## src/rtl/uart_pkg.sv

```systemverilog
// Shared UART definitions: FSM state type and frame constants.
// The PARITY state exists only when UART_TX_PARITY_EN is defined.
package uart_pkg;

    localparam int unsigned UART_DATA_BITS  = 8;
    localparam logic        UART_IDLE_LEVEL = 1'b1;

    typedef enum logic [2:0] {
        IDLE,
        START,
        DATA,
`ifdef UART_TX_PARITY_EN
        PARITY,
`endif
        STOP
    } uart_tx_state_t;

endpackage

```

## src/rtl/uart_baud_gen.sv

```systemverilog
// Per-bit tick generator: free-running 0..CLKS_PER_BIT-1 counter.
// tick pulses for one cycle on the last count; clear restarts the bit period.
module uart_baud_gen #(
    parameter int unsigned CLKS_PER_BIT = 434
) (
    input  logic clk,
    input  logic rst,
    input  logic clear,
    output logic tick
);

    localparam int unsigned CW = (CLKS_PER_BIT < 2) ? 1 : $clog2(CLKS_PER_BIT);
    localparam logic [CW-1:0] LAST = CW'(CLKS_PER_BIT - 1);

    if (CLKS_PER_BIT < 2) begin : g_bad_cfg
        $error("uart_baud_gen: CLKS_PER_BIT must be at least 2");
    end

    logic [CW-1:0] cnt_q, cnt_d;

    always_comb begin
        cnt_d = cnt_q + CW'(1);
        if (clear || cnt_q == LAST) begin
            cnt_d = '0;
        end
    end

    always_ff @(posedge clk) begin
        if (rst) begin
            cnt_q <= '0;
        end else begin
            cnt_q <= cnt_d;
        end
    end

    assign tick = (cnt_q == LAST) && !clear;

endmodule

```

## src/rtl/uart_tx.sv

```systemverilog
// UART transmitter: 8N1 frames (8E1/8O1 when UART_TX_PARITY_EN is defined).
// All outputs are registered from the next state, so tx tracks the FSM with no input-to-output path.
module uart_tx
    import uart_pkg::*;
#(
    parameter int unsigned CLKS_PER_BIT = 434,
    parameter int unsigned PARITY_ODD   = 0
) (
    input  logic       clk,
    input  logic       rst,
    input  logic [7:0] tx_data,
    input  logic       tx_valid,
    output logic       tx_ready,
    output logic       tx,
    output logic       busy
);

    localparam int unsigned BW = $clog2(UART_DATA_BITS);
    localparam logic [BW-1:0] LAST_BIT = BW'(UART_DATA_BITS - 1);

    if (PARITY_ODD > 1) begin : g_bad_parity
        $error("uart_tx: PARITY_ODD must be 0 or 1");
    end

    uart_tx_state_t            state_q, state_d;
    logic [UART_DATA_BITS-1:0] shift_q, shift_d;
    logic [BW-1:0]             bit_q, bit_d;
    logic                      tx_q, tx_d;
    logic                      ready_q, ready_d;
    logic                      busy_q, busy_d;
    logic                      accept;
    logic                      tick;
`ifdef UART_TX_PARITY_EN
    logic                      parity_q, parity_d;
`endif

    assign accept = tx_valid && ready_q;

    uart_baud_gen #(
        .CLKS_PER_BIT(CLKS_PER_BIT)
    ) u_baud (
        .clk  (clk),
        .rst  (rst),
        .clear(accept),
        .tick (tick)
    );

    always_ff @(posedge clk) begin
        if (rst) begin
            state_q  <= IDLE;
            shift_q  <= '0;
            bit_q    <= '0;
            tx_q     <= UART_IDLE_LEVEL;
            ready_q  <= 1'b1;
            busy_q   <= 1'b0;
`ifdef UART_TX_PARITY_EN
            parity_q <= 1'b0;
`endif
        end else begin
            state_q  <= state_d;
            shift_q  <= shift_d;
            bit_q    <= bit_d;
            tx_q     <= tx_d;
            ready_q  <= ready_d;
            busy_q   <= busy_d;
`ifdef UART_TX_PARITY_EN
            parity_q <= parity_d;
`endif
        end
    end

    always_comb begin
        state_d  = state_q;
        shift_d  = shift_q;
        bit_d    = bit_q;
`ifdef UART_TX_PARITY_EN
        parity_d = parity_q;
`endif
        case (state_q)
            IDLE: begin
                if (accept) begin
                    state_d  = START;
                    shift_d  = tx_data;
                    bit_d    = '0;
`ifdef UART_TX_PARITY_EN
                    parity_d = (^tx_data) ^ (PARITY_ODD != 0);
`endif
                end
            end
            START: begin
                if (tick) state_d = DATA;
            end
            DATA: begin
                if (tick) begin
                    shift_d = {1'b0, shift_q[UART_DATA_BITS-1:1]};
                    if (bit_q == LAST_BIT) begin
                        bit_d = '0;
`ifdef UART_TX_PARITY_EN
                        state_d = PARITY;
`else
                        state_d = STOP;
`endif
                    end else begin
                        bit_d = bit_q + BW'(1);
                    end
                end
            end
`ifdef UART_TX_PARITY_EN
            PARITY: begin
                if (tick) state_d = STOP;
            end
`endif
            STOP: begin
                if (tick) state_d = IDLE;
            end
            default: state_d = IDLE;
        endcase
    end

    // Outputs decode the state being entered so the registered line changes on the bit boundary itself.
    always_comb begin
        tx_d    = UART_IDLE_LEVEL;
        ready_d = (state_d == IDLE);
        busy_d  = (state_d != IDLE);
        case (state_d)
            START:   tx_d = 1'b0;
            DATA:    tx_d = shift_d[0];
`ifdef UART_TX_PARITY_EN
            PARITY:  tx_d = parity_d;
`endif
            default: tx_d = UART_IDLE_LEVEL;
        endcase
    end

    assign tx       = tx_q;
    assign tx_ready = ready_q;
    assign busy     = busy_q;

endmodule

```

## config.mk

```make
export PLATFORM = sky130hd
export DESIGN_NAME = uart_tx
export DESIGN_NICKNAME = d
export VERILOG_FILES = /design/src/rtl/uart_pkg.sv /design/src/rtl/uart_baud_gen.sv /design/src/rtl/uart_tx.sv
export SDC_FILE = /design/constraint.sdc
export NUM_CORES = 1
export LEC_CHECK = 0
export CORE_MARGIN = 4
export CORE_UTILIZATION = 48
export DETAILED_ROUTE_END_ITERATION = 7
export PLACE_DENSITY = 0.79
export SLEW_MARGIN = 0
export SYNTH_ARGS = -nofsm -noshare
export SYNTH_HDL_FRONTEND = slang
export SYNTH_SLANG_ARGS = --single-unit
```

## constraint.sdc

```tcl
create_clock -name clk -period 2.04 [get_ports clk]
set_input_delay 0.612 -clock clk [delete_from_list [all_inputs] [get_ports clk]]
set_output_delay 0.612 -clock clk [all_outputs]
set_load 0.005 [all_outputs]
```

==> out/results.ini, run 1 <==
[status]
status = finished clean

[layout]
n_antenna_cell = 0
nets = 164
n_fill_cell = 181
area_delta_synth_final_pct = 25.79
design_area_mm2 = 0.001440
drive_gt1_share_pct = 17.57
final_cells = 176
fin_util_pct = 64.48

[floorplanning]
die_x_um = 56.84
die_y_um = 56.84
die_area_mm2 = 0.003230
coreArea_mm2 = 0.002233
ios = 14
start_util_pct = 51.26
rows = 17

[synth]
synth.avg_cell_area_um2 = 9.384
synthTopCellsByCount = 26 x dfxtp_1, 23 x nor2_1, 6 x a222oi_1, 5 x a21oi_1, 5 x inv_1
yosysTopAreaCell = dfxtp_1
synth.distinct_cells = 36
syn_inst = 122
ys_async_sr_fraction_pct = 0
syn-cell-area_mm2 = 0.001145
ys_ff_latch = 26
yosysWarnings = 0
syn_nets = 137
synth_top_area_share_pct = 45.46
synth_area_leaders = dfxtp_1 45%, nor2_1 7.5%, a222oi_1 5.2%
synth_most_common_cell = dfxtp_1
synth_edf_count = 0
ys.flop_type = dfxtp_1
seq_area_frac_synth_pct = 45.46

[worst_hold_path]
hold_path.class = flip-flop to flip-flop
whs_path_depth = 1

[global_routing]
top_usage_layer = met2
grt_max_degree = 16
grtUsageMet1_pct = 19.58
grt.total_usage_pct = 16.70
use_met3_pct = 2.759
first_global_vias = 1000
grt_pass1_wl_um = 4243
grt_util_met2_pct = 28.88
antenna_found_initial = 0
overflow = 0

[sta]
rsz0062_at_grt = false
finalHoldViolCount = 0
fin_setup_tns_ns = 0
period_share_pct = 97.82
fin_crit_ns = 1.995
slew_headroom_pct = 67.08
fmax_ghz = 0.5011
setup_viol = 0
slew_violations = 0
tightest_slew_ns = 0.4893
fin_skew_ns = 0.004375

[power_and_ir_drop]
ir_worst_vdd_mv = 0.4016
power.leakage_nw = 0.6009
p_total_w = 0.0008956
p_int_w = 0.0006890
pwr_density_cell_mw_per_mm2 = 621.9
power.switching_w = 0.0002067
combPwrFrac_pct = 11.4
p_sw_share_pct = 23.08
seqPwrFrac_pct = 59.8
pwr-share-clk_pct = 28.8

[placement]
place_hpwl_um = 1973
placed_area_mm2 = 0.001390
gp_congestion = 0.7657
post-place-cells = 172
port_buffers = 13

[worst_setup_path]
endpoint_kind = flip-flop
worstPathArrival_ns = 2.21
slowest_stage = a222oi_1
rrSetupSlack_ns = 0.06
required_ns = 2.25
reg2reg_depth = 5
slowest_delay_ns = 0.46
worstPathCellList = clkdlybuf4s50_1 > a21boi_2 > nor3b_4 > o21ai_2 > a222oi_1 > nor2_1
critPathKind = input pin to flip-flop
cp-start-kind = input pin
cp_max_fo = 9

[cts]
insertion_delay_ns = 0.31
cts_max_level = 1
cts_buffer_depth = 2
path_clk_slew_ns = 0.14
numCtsBuffers = 3
postCtsSetupRepairBufs = 0
cts_tree = yes
holdBufCountCts = 0
clock-sinks = 26
cts-root-buf = clkbuf_4

[detailed_routing]
drcViolationCount = 0
vias_per_cell = 5.727
antenna_left = 0
wire_per_inst_um = 14.35
firstDrtPassIters = 5
drtIter0Drc = 43
via_count = 1008
wirelength_um = 2525

[flow_run]
maxCapViolations = 0

-- worst max-delay path, delay by kind of cell --
| kind | cells | cell delay [ns] |
|---|---|---|
| AOI/OAI and AO/OA | 3 | 0.82 |
| buffers and inverters | 1 | 0.44 |
| and+or+nand+nor | 2 | 0.32 |
-- cell families (layout without fill, tap and decap cells) --
group / Yosys count / count (layout) / synth area share, %
muxes: 1 / 1 / 0.8744
adders and majority gates: 4 / 4 / 4.372
DFF: 26 / 26 / 45.46
other: 1 / 1 / 0.3276
and+or+nand+nor: 47 / 47 / 22.40
buffers and inverters: 11 / 37 / 4.481
AOI/OAI and AO/OA: 27 / 27 / 18.25
xor gates and xnor gates: 5 / 5 / 3.825
-- final cells by class --
cell class | count | area, um^2 | share of cell area, %
inverter | 5 | 18.77 | 1.303
timing repair buffer | 28 | 242.7 | 16.85
clock buffer | 4 | 36.28 | 2.520
multi-input combinational | 85 | 586.8 | 40.75
sequential | 26 | 520.5 | 36.14
tap | 28 | 35.03 | 2.433
-- repair_timing --
| action | 4_1_cts | 5_1_grt |
|---|---|---|
| resized for setup | 2 | 2 |
| gates cloned | 0 | 0 |
| pin swaps | 0 | 0 |
| endpoints found under the setup margin | 3 | 5 |
-- through the flow --
step           worst slack [ns]  hold slack, ns
2_1_floorplan            0.1441          0.4334
3_3_place_gp            -0.2873          0.4473
3_5_place_dp            -0.3961          0.4642
4_1_cts                 0.05081          0.4928
5_1_grt                 0.02530          0.5316
6_report                0.04451          0.4940
-- power by group through the flow --
stage	Clock, W	Sequential (W)	Combinational [W]
2_1_floorplan	0	0.000543	0.0000488
3_3_place_gp	0	0.000544	0.0000945
3_5_place_dp	0	0.000546	0.0000996
4_1_cts	0.000263	0.000535	0.0000997
5_1_grt	0.000295	0.000537	0.000111
6_report	0.000258	0.000535	0.000102
-- per-layer routing --
metal / part of all wire [%] / vias up
met3: 5.2 / 6
met1: 42 / 472
met4: 1.9 / 0
met5: 0 / -
li1: - / 490
met2: 50 / 40
-- placed cells by master, fill, tap and decap left out, types with 5 or more instances in the layout --
cell	Yosys	routed
a21oi_1	5	5
buf_4	0	15
a222oi_1	6	6
clkdlybuf4s50_1	0	13
dfxtp_1	26	26
nor2_1	23	23
inv_1	5	5
-- registers in the layout, indices dropped and copies added, names as in the netlist --
register and flops:
busy 1, tx_ready 1, bit_q 3, shift_q 8, u_baud.cnt_q 9, tx 1, state_q 3
-- worst paths after layout --
check	start	end
hold reg to reg	u_baud.cnt_q[0]$_SDFF_PP0_	u_baud.cnt_q[0]$_SDFF_PP0_
setup / recovery	tx_valid	shift_q[1]$_SDFFE_PP0P_
setup reg to reg	u_baud.cnt_q[2]$_SDFF_PP0_	shift_q[1]$_SDFFE_PP0P_
hold / removal	u_baud.cnt_q[0]$_SDFF_PP0_	u_baud.cnt_q[0]$_SDFF_PP0_
(Power assumes the default switching activity.)
==> inputs of run 2 (changes only) <==
Settings changed: SKIP_LAST_GASP set to 1, SYNTH_HIERARCHICAL set to 1.
==> out/results.ini, run 2 <==
[cts]
cts-root-buf = clkbuf_4  ; unchanged
cts_buffer_depth = 2  ; unchanged
clock-sinks = 26  ; unchanged
cts_tree = yes  ; unchanged
cts_max_level = 1  ; unchanged
numCtsBuffers = 3  ; unchanged
path_clk_slew_ns = 0.14  ; about the same
insertion_delay_ns = 0.32  ; was 0.31 ns

[worst_setup_path]
required_ns = 2.26  ; was 2.25 ns
cp-start-kind = flip-flop  ; was input pin
worstPathArrival_ns = 2.26  ; was 2.21 ns
critPathKind = flip-flop to flip-flop  ; was input pin to flip-flop
cp_max_fo = 3  ; was 9
endpoint_kind = flip-flop  ; unchanged

[synth]
synth_top_area_share_pct = 42.80  ; was 45.46%
syn-cell-area_mm2 = 0.001216  ; was 0.001145 mm^2
synth_edf_count = 0  ; unchanged
seq_area_frac_synth_pct = 42.80  ; was 45.46%
yosysWarnings = 6  ; was 0
ys_async_sr_fraction_pct = 0  ; unchanged
synth.distinct_cells = 41  ; was 36
ys_ff_latch = 26  ; unchanged
syn_inst = 126  ; was 122
synth_most_common_cell = dfxtp_1  ; unchanged
ys.flop_type = dfxtp_1  ; unchanged
yosysTopAreaCell = dfxtp_1  ; unchanged
synth.avg_cell_area_um2 = 9.652  ; was 9.384 um^2
synthTopCellsByCount = 26 x dfxtp_1, 15 x nand2_1, 11 x nor2_1, 10 x a21oi_1, 7 x nand3_1  ; was 26 x dfxtp_1, 23 x nor2_1, 6 x a222oi_1, 5 x a21oi_1, 5 x inv_1
syn_nets = 141  ; was 137
synth_area_leaders = dfxtp_1 43%, a22oi_2 6.2%, nand2_1 4.6%  ; was dfxtp_1 45%, nor2_1 7.5%, a222oi_1 5.2%

[global_routing]
grt_max_degree = 16  ; unchanged
grt.total_usage_pct = 16.36  ; was 16.70%
grt_pass1_wl_um = 4360  ; was 4243 um
first_global_vias = 1042  ; was 1000
antenna_found_initial = 0  ; unchanged
overflow = 0  ; unchanged

[power_and_ir_drop]
p_sw_share_pct = 21.04  ; was 23.08%
p_total_w = 0.0009884  ; was 0.0008956 W
ir_worst_vdd_mv = 0.5015  ; was 0.4016 mV
pwr-share-clk_pct = 35.2  ; was 28.8%
power.leakage_nw = 0.5736  ; was 0.6009 nW
p_int_w = 0.0007804  ; was 0.0006890 W
combPwrFrac_pct = 10.7  ; was 11.4%
pwr_density_cell_mw_per_mm2 = 620.5  ; was 621.9 mW/mm^2
power.switching_w = 0.0002080  ; was 0.0002067 W
seqPwrFrac_pct = 54.0  ; was 59.8%

[floorplanning]
rows = 17  ; unchanged
coreArea_mm2 = 0.002318  ; was 0.002233 mm^2
start_util_pct = 52.46  ; was 51.26%
die_area_mm2 = 0.003403  ; was 0.003230 mm^2
die_x_um = 58.34  ; was 56.84 um
ios = 14  ; unchanged
die_y_um = 58.34  ; was 56.84 um

[worst_hold_path]
hold_path.class = flip-flop to flip-flop  ; unchanged

[status]
status = finished clean  ; unchanged

[placement]
placed_area_mm2 = 0.001505  ; was 0.001390 mm^2
place_hpwl_um = 1913  ; was 1973 um
post-place-ws_ns = -0.3683  ; was -0.3961 ns
port_buffers = 13  ; unchanged
gp_congestion = 0.8116  ; was 0.7657

[detailed_routing]
vias_per_cell = 5.592  ; was 5.727
antenna_left = 0  ; unchanged
via_count = 1029  ; was 1008
firstDrtPassIters = 4  ; was 5
wire_per_inst_um = 13.82  ; was 14.35 um
wirelength_um = 2543  ; was 2525 um
drcViolationCount = 0  ; unchanged
drtIter0Drc = 33  ; was 43

[layout]
largest_register_ffs = 9  ; unchanged
nets = 172  ; was 164
largest_register = u_baud/cnt_q  ; was u_baud.cnt_q
largestRegisters = u_baud/cnt_q: 9 flops, shift_q: 8 flops  ; was u_baud.cnt_q: 9 flops, shift_q: 8 flops
final_cell_mix = 24 x dfxtp_1, 15 x nand2_1, 15 x buf_4, 12 x clkdlybuf4s50_1, 11 x nor2_1  ; was 26 x dfxtp_1, 23 x nor2_1, 15 x buf_4, 13 x clkdlybuf4s50_1, 6 x a222oi_1
design_area_mm2 = 0.001593  ; was 0.001440 mm^2
n_antenna_cell = 0  ; unchanged
drive_gt1_share_pct = 28.21  ; was 17.57%
fin_util_pct = 68.70  ; was 64.48%
layout_commonest_cell = dfxtp_1  ; unchanged
area_delta_synth_final_pct = 30.97  ; was 25.79%

[sta]
rsz0062_at_grt = true  ; was false
setup_ws_ns = 0.005846  ; was 0.04451 ns
worst_hold_slack_ns = 0.4832  ; was 0.4940 ns
finalHoldViolCount = 0  ; unchanged
fin_crit_ns = 2.034  ; was 1.995 ns
period_share_pct = 99.71  ; was 97.82%
fmax_ghz = 0.4916  ; was 0.5011 GHz
fin_skew_ns = 0.004518  ; was 0.004375 ns
setup_viol = 0  ; unchanged
slew_violations = 0  ; unchanged

[flow_run]
maxCapViolations = 0  ; unchanged

run 2: power groups by stage:
stage	clock network, W	registers [W]	logic, W
finish	0.000348	0.000534	0.000106
global route	0.000383	0.000536	0.000114
CTS	0.000355	0.000534	0.000105
detailed placement	0	0.000545	0.000103
global placement	0	0.000543	0.000100
floorplan	0	0.000543	0.0000521
run 2: per-layer routing:
metal / wire length, um / up-vias / global-route usage (%) / share of wire, %
met3: 90 / 2 / 3.509 / 3.5
met5: 0 / - / 0 / 0
met1: 1142 / 497 / 19.59 / 45
li1: - / 522 / - / -
met2: 1293 / 8 / 28.39 / 51
met4: 17 / 0 / 6.291 / 0.67
run 2: timing repair:
item / 4_1_cts / 5_1_grt
setup buffers: 1 / 2
endpoints found under the setup margin: 1 / 7
gates resized for setup: 1 / 4
pin swaps: 3 / 3
hold buffers: 0 / 0
run 2: layout make-up:
| class | instances | area (um^2) |
|---|---|---|
| clock buffers | 3 | 22.52 |
| clock inverters | 1 | 30.03 |
| fillers | 174 | 725.7 |
| inverters | 3 | 11.26 |
| multi-input cells | 93 | 689.4 |
| flip-flops and latches | 26 | 523.0 |
| well taps | 28 | 35.03 |
| repair buffers | 30 | 281.5 |
run 2: final timing paths:
path / endpoint / startpoint / slack [ns] / depth (start not counted)
worst min-delay path: shift_q[5]$_SDFFE_PP0P_ / shift_q[5]$_SDFFE_PP0P_ / 0.48 / 2
worst max-delay path: busy$_SDFF_PP0_ / u_baud/cnt_q[3]$_SDFF_PP0_ / 0.006 / 7
worst min register to register: shift_q[5]$_SDFFE_PP0P_ / shift_q[5]$_SDFFE_PP0P_ / 0.48 / 2
worst max register to register: busy$_SDFF_PP0_ / u_baud/cnt_q[3]$_SDFF_PP0_ / 0.006 / 7
run 2: cells by family (layout without fill, tap and decap cells):
logic type               after synthesis  count (layout)  share of synthesized area (%)
AND/OR/NAND/NOR                       53              53                          24.79
buffers and inverters                  7              37                          2.880
flip-flops                            26              26                          42.80
AO/OA/AOI/OAI                         30              30                          20.99
XOR/XNOR                               4               4                          2.881
adder cells (fa/ha/maj)                4               4                          4.115
other                                  1               1                         0.3083
multiplexers                           1               1                          1.234
run 2: stage by stage:
stage	cells	setup TNS, ns
4_1_cts	182	0
5_1_grt	184	-0.2056
2_1_floorplan	126	-0.005518
3_3_place_gp	177	-3.415
6_report	184	0
3_5_place_dp	177	-4.269
run 2: worst max-delay path, stage by stage (launching register included):
cell and delay [ns]:
dfxtp_2 0.34, or3_4 0.40, nor4_4 0.30, and2b_1 0.22, a221oi_2 0.25, buf_4 0.18
nor3_2 0.04, or2_1 0.22
==> inputs of run 3 (changes only) <==
Settings changed: ABC_AREA set to 1, CORE_UTILIZATION 48 to 49, CTS_CLUSTER_SIZE set to 25, PLACE_DENSITY 0.79 to 0.8.
==> out/results.ini, run 3 <==
[placement]
place_hpwl_um = 1826  ; was 1913 um
placed_area_mm2 = 0.001441  ; was 0.001505 mm^2
gp_congestion = 0.8985  ; was 0.8116
port_buffers = 13  ; unchanged

[worst_hold_path]
hold_path.class = flip-flop to flip-flop  ; unchanged
whs_path_depth = 2  ; unchanged
min-delay-start = shift_q[6]$_SDFFE_PP0P_  ; was shift_q[5]$_SDFFE_PP0P_

[layout]
final_cell_mix = 50 x nand2_1, 27 x nor2_1, 26 x dfxtp_1, 22 x a21oi_1, 17 x inv_1  ; was 24 x dfxtp_1, 15 x nand2_1, 15 x buf_4, 12 x clkdlybuf4s50_1, 11 x nor2_1
drive_gt1_share_pct = 10.15  ; was 28.21%
nets = 213  ; was 172
largest_register = u_baud/cnt_q  ; unchanged
layout_commonest_cell = nand2_1  ; was dfxtp_1
design_area_mm2 = 0.001494  ; was 0.001593 mm^2
largestRegisters = u_baud/cnt_q: 9 flops, shift_q: 8 flops  ; unchanged
area_delta_synth_final_pct = 19.16  ; was 30.97%
seqCellArea_um2 = 520.5  ; was 523.0 um^2
n_fill_cell = 228  ; was 174
largest_register_ffs = 9  ; unchanged
multi_input_area_um2 = 641.9  ; was 689.4 um^2
n_antenna_cell = 0  ; unchanged

[sta]
finalHoldViolCount = 0  ; unchanged
setup_viol = 0  ; unchanged
fin_skew_ns = 0.006463  ; was 0.004518 ns
fmax_ghz = 0.5542  ; was 0.4916 GHz
slew_violations = 0  ; unchanged
rsz0062_at_grt = false  ; was true
worst_hold_slack_ns = 0.4727  ; was 0.4832 ns
period_share_pct = 88.46  ; was 99.71%
fin_crit_ns = 1.805  ; was 2.034 ns

[worst_setup_path]
slowest_delay_ns = 0.42  ; was 0.40 ns
rrSetupSlack_ns = 0.26  ; was 0.006 ns
required_ns = 2.27  ; was 2.26 ns
worstPathArrival_ns = 2.04  ; was 2.26 ns
worstPathCellList = clkdlybuf4s50_1 > nand2_1 > inv_1 > nor2_1 > inv_1 > o21ai_4 > inv_4 > a21oi_1 > nor2_1  ; was or3_4 > nor4_4 > and2b_1 > a221oi_2 > buf_4 > nor3_2 > or2_1
critPathKind = input pin to flip-flop  ; was flip-flop to flip-flop
cp-start-kind = input pin  ; was flip-flop
slowest_stage = clkdlybuf4s50_1  ; was or3_4
endpoint_kind = flip-flop  ; unchanged
critical_path.startpoint = tx_valid  ; was u_baud/cnt_q[3]$_SDFF_PP0_
cp_max_fo = 10  ; was 3
reg2reg_depth = 10  ; was 7
r2r-start = u_baud/cnt_q[0]$_SDFF_PP0_  ; was u_baud/cnt_q[3]$_SDFF_PP0_

[flow_run]
maxCapViolations = 0  ; unchanged

[detailed_routing]
drtIter0Drc = 57  ; was 33
wirelength_um = 2371  ; was 2543 um
drcViolationCount = 0  ; unchanged
antenna_left = 0  ; unchanged
vias_per_cell = 4.965  ; was 5.592
firstDrtPassIters = 4  ; unchanged
via_count = 1127  ; was 1029
wire_per_inst_um = 10.44  ; was 13.82 um

[global_routing]
antenna_found_initial = 0  ; unchanged
grt_pass1_wl_um = 4167  ; was 4360 um
overflow = 0  ; unchanged
first_global_vias = 1052  ; was 1042
grt.total_usage_pct = 15.37  ; was 16.36%
grt_max_degree = 16  ; unchanged

[synth]
ys_ff_latch = 26  ; unchanged
synth_most_common_cell = nand2_1  ; was dfxtp_1
yosysTopAreaCell = dfxtp_1  ; unchanged
ys.flop_type = dfxtp_1  ; unchanged
syn-cell-area_mm2 = 0.001254  ; was 0.001216 mm^2
syn_nets = 192  ; was 141
synthTopCellsByCount = 50 x nand2_1, 27 x nor2_1, 26 x dfxtp_1, 22 x a21oi_1, 17 x inv_1  ; was 26 x dfxtp_1, 15 x nand2_1, 11 x nor2_1, 10 x a21oi_1, 7 x nand3_1
synth.distinct_cells = 23  ; was 41
synth_area_leaders = dfxtp_1 42%, nand2_1 15%, a21oi_1 8.8%  ; was dfxtp_1 43%, a22oi_2 6.2%, nand2_1 4.6%
synth_top_area_share_pct = 41.52  ; was 42.80%
seq_area_frac_synth_pct = 41.52  ; was 42.80%
synth_edf_count = 0  ; unchanged
ys_async_sr_fraction_pct = 0  ; unchanged
yosysWarnings = 6  ; unchanged
synth.avg_cell_area_um2 = 7.083  ; was 9.652 um^2
syn_inst = 177  ; was 126

[status]
status = finished clean  ; unchanged

[cts]
cts_max_level = 1  ; unchanged
holdBufCountCts = 0  ; unchanged
cts.repair.resized = 0  ; was 1
postCtsSetupRepairBufs = 0  ; was 1
cts-root-buf = clkbuf_4  ; unchanged
cts_buffer_depth = 2  ; unchanged
insertion_delay_ns = 0.32  ; about the same
clock-sinks = 26  ; unchanged
path_clk_slew_ns = 0.14  ; about the same
numCtsBuffers = 3  ; unchanged
cts_tree = yes  ; unchanged

[floorplanning]
ios = 14  ; unchanged
start_util_pct = 51.07  ; was 52.46%
die_y_um = 58.58  ; was 58.34 um
coreArea_mm2 = 0.002455  ; was 0.002318 mm^2
die_x_um = 58.58  ; was 58.34 um
die_area_mm2 = 0.003432  ; was 0.003403 mm^2
rows = 18  ; was 17

[power_and_ir_drop]
power.leakage_nw = 0.5909  ; was 0.5736 nW
pwr_density_cell_mw_per_mm2 = 656.7  ; was 620.5 mW/mm^2
ir_worst_vdd_mv = 0.4581  ; was 0.5015 mV

run 3: cell count changes after synthesis, sizes merged, moves of 3 or more:
cell   change
nand2     +39
or3        -3
a21oi     +11
nor2      +19
o21ai      +5
inv       +16
a22oi      -7
a31oi      -4
run 3: cell type report:
type | instances | area share, %
Clock buffer | 3 | 1.508
Sequential cell | 26 | 34.84
Multi-Input combinational cell | 130 | 42.96
Tap cell | 30 | 2.513
Timing Repair Buffer | 18 | 11.22
Clock inverter | 1 | 2.010
Inverter | 19 | 4.941
run 3: metrics by stage:
stage          util [%]  instances  total power, W  setup TNS (ns)  setup slack [ns]
5_1_grt           60.86        227        0.001028               0           0.06457
4_1_cts           60.86        227       0.0009913               0            0.2269
2_1_floorplan         -        177       0.0005993               0            0.3185
3_3_place_gp      58.72        223       0.0006377        -0.09520          -0.04067
3_5_place_dp      58.72        223       0.0006418         -0.7514           -0.1025
6_report          60.86        227       0.0009811               0            0.2354
run 3: cell families after synthesis:
logic type      Yosys count  share of synthesized area, %
simple gates             93                         32.24
compound gates           30                         13.27
flops                    26                         41.52
buf+inv                  21                         7.285
fa+ha+maj                 4                         3.992
xor+xnor                  2                         1.397
other cells               1                        0.2991
run 3: power by group:
part           leakage (nW)  switching [W]  internal, W
clock                0.0279       0.000152     0.000199
combinational         0.351      0.0000454    0.0000467
sequential            0.212      0.0000128     0.000526
total                 0.591       0.000210     0.000771
run 3: worst max-delay path, delay by kind of cell:
family	cells	cell delay, ns
buffers and inverters	4	0.71
AO/OA/AOI/OAI	2	0.35
AND/OR/NAND/NOR	3	0.36
run 3: final timing paths:
check                                 end
setup / recovery    bit_q[2]$_SDFFE_PP0P_
hold / removal    shift_q[6]$_SDFFE_PP0P_
setup reg to reg    bit_q[2]$_SDFFE_PP0P_
hold reg to reg   shift_q[6]$_SDFFE_PP0P_
run 3: layer usage:
layer  GRT usage (%)  part of all wire (%)  routed length (um)  up-vias
met4           6.472                  0.55                  13        0
met1           17.75                    44                1047      509
met5               0                     0                   0        -
li1                -                     -                   -      593
met2           27.43                    51                1210       23
met3           3.070                   4.2                  99        2
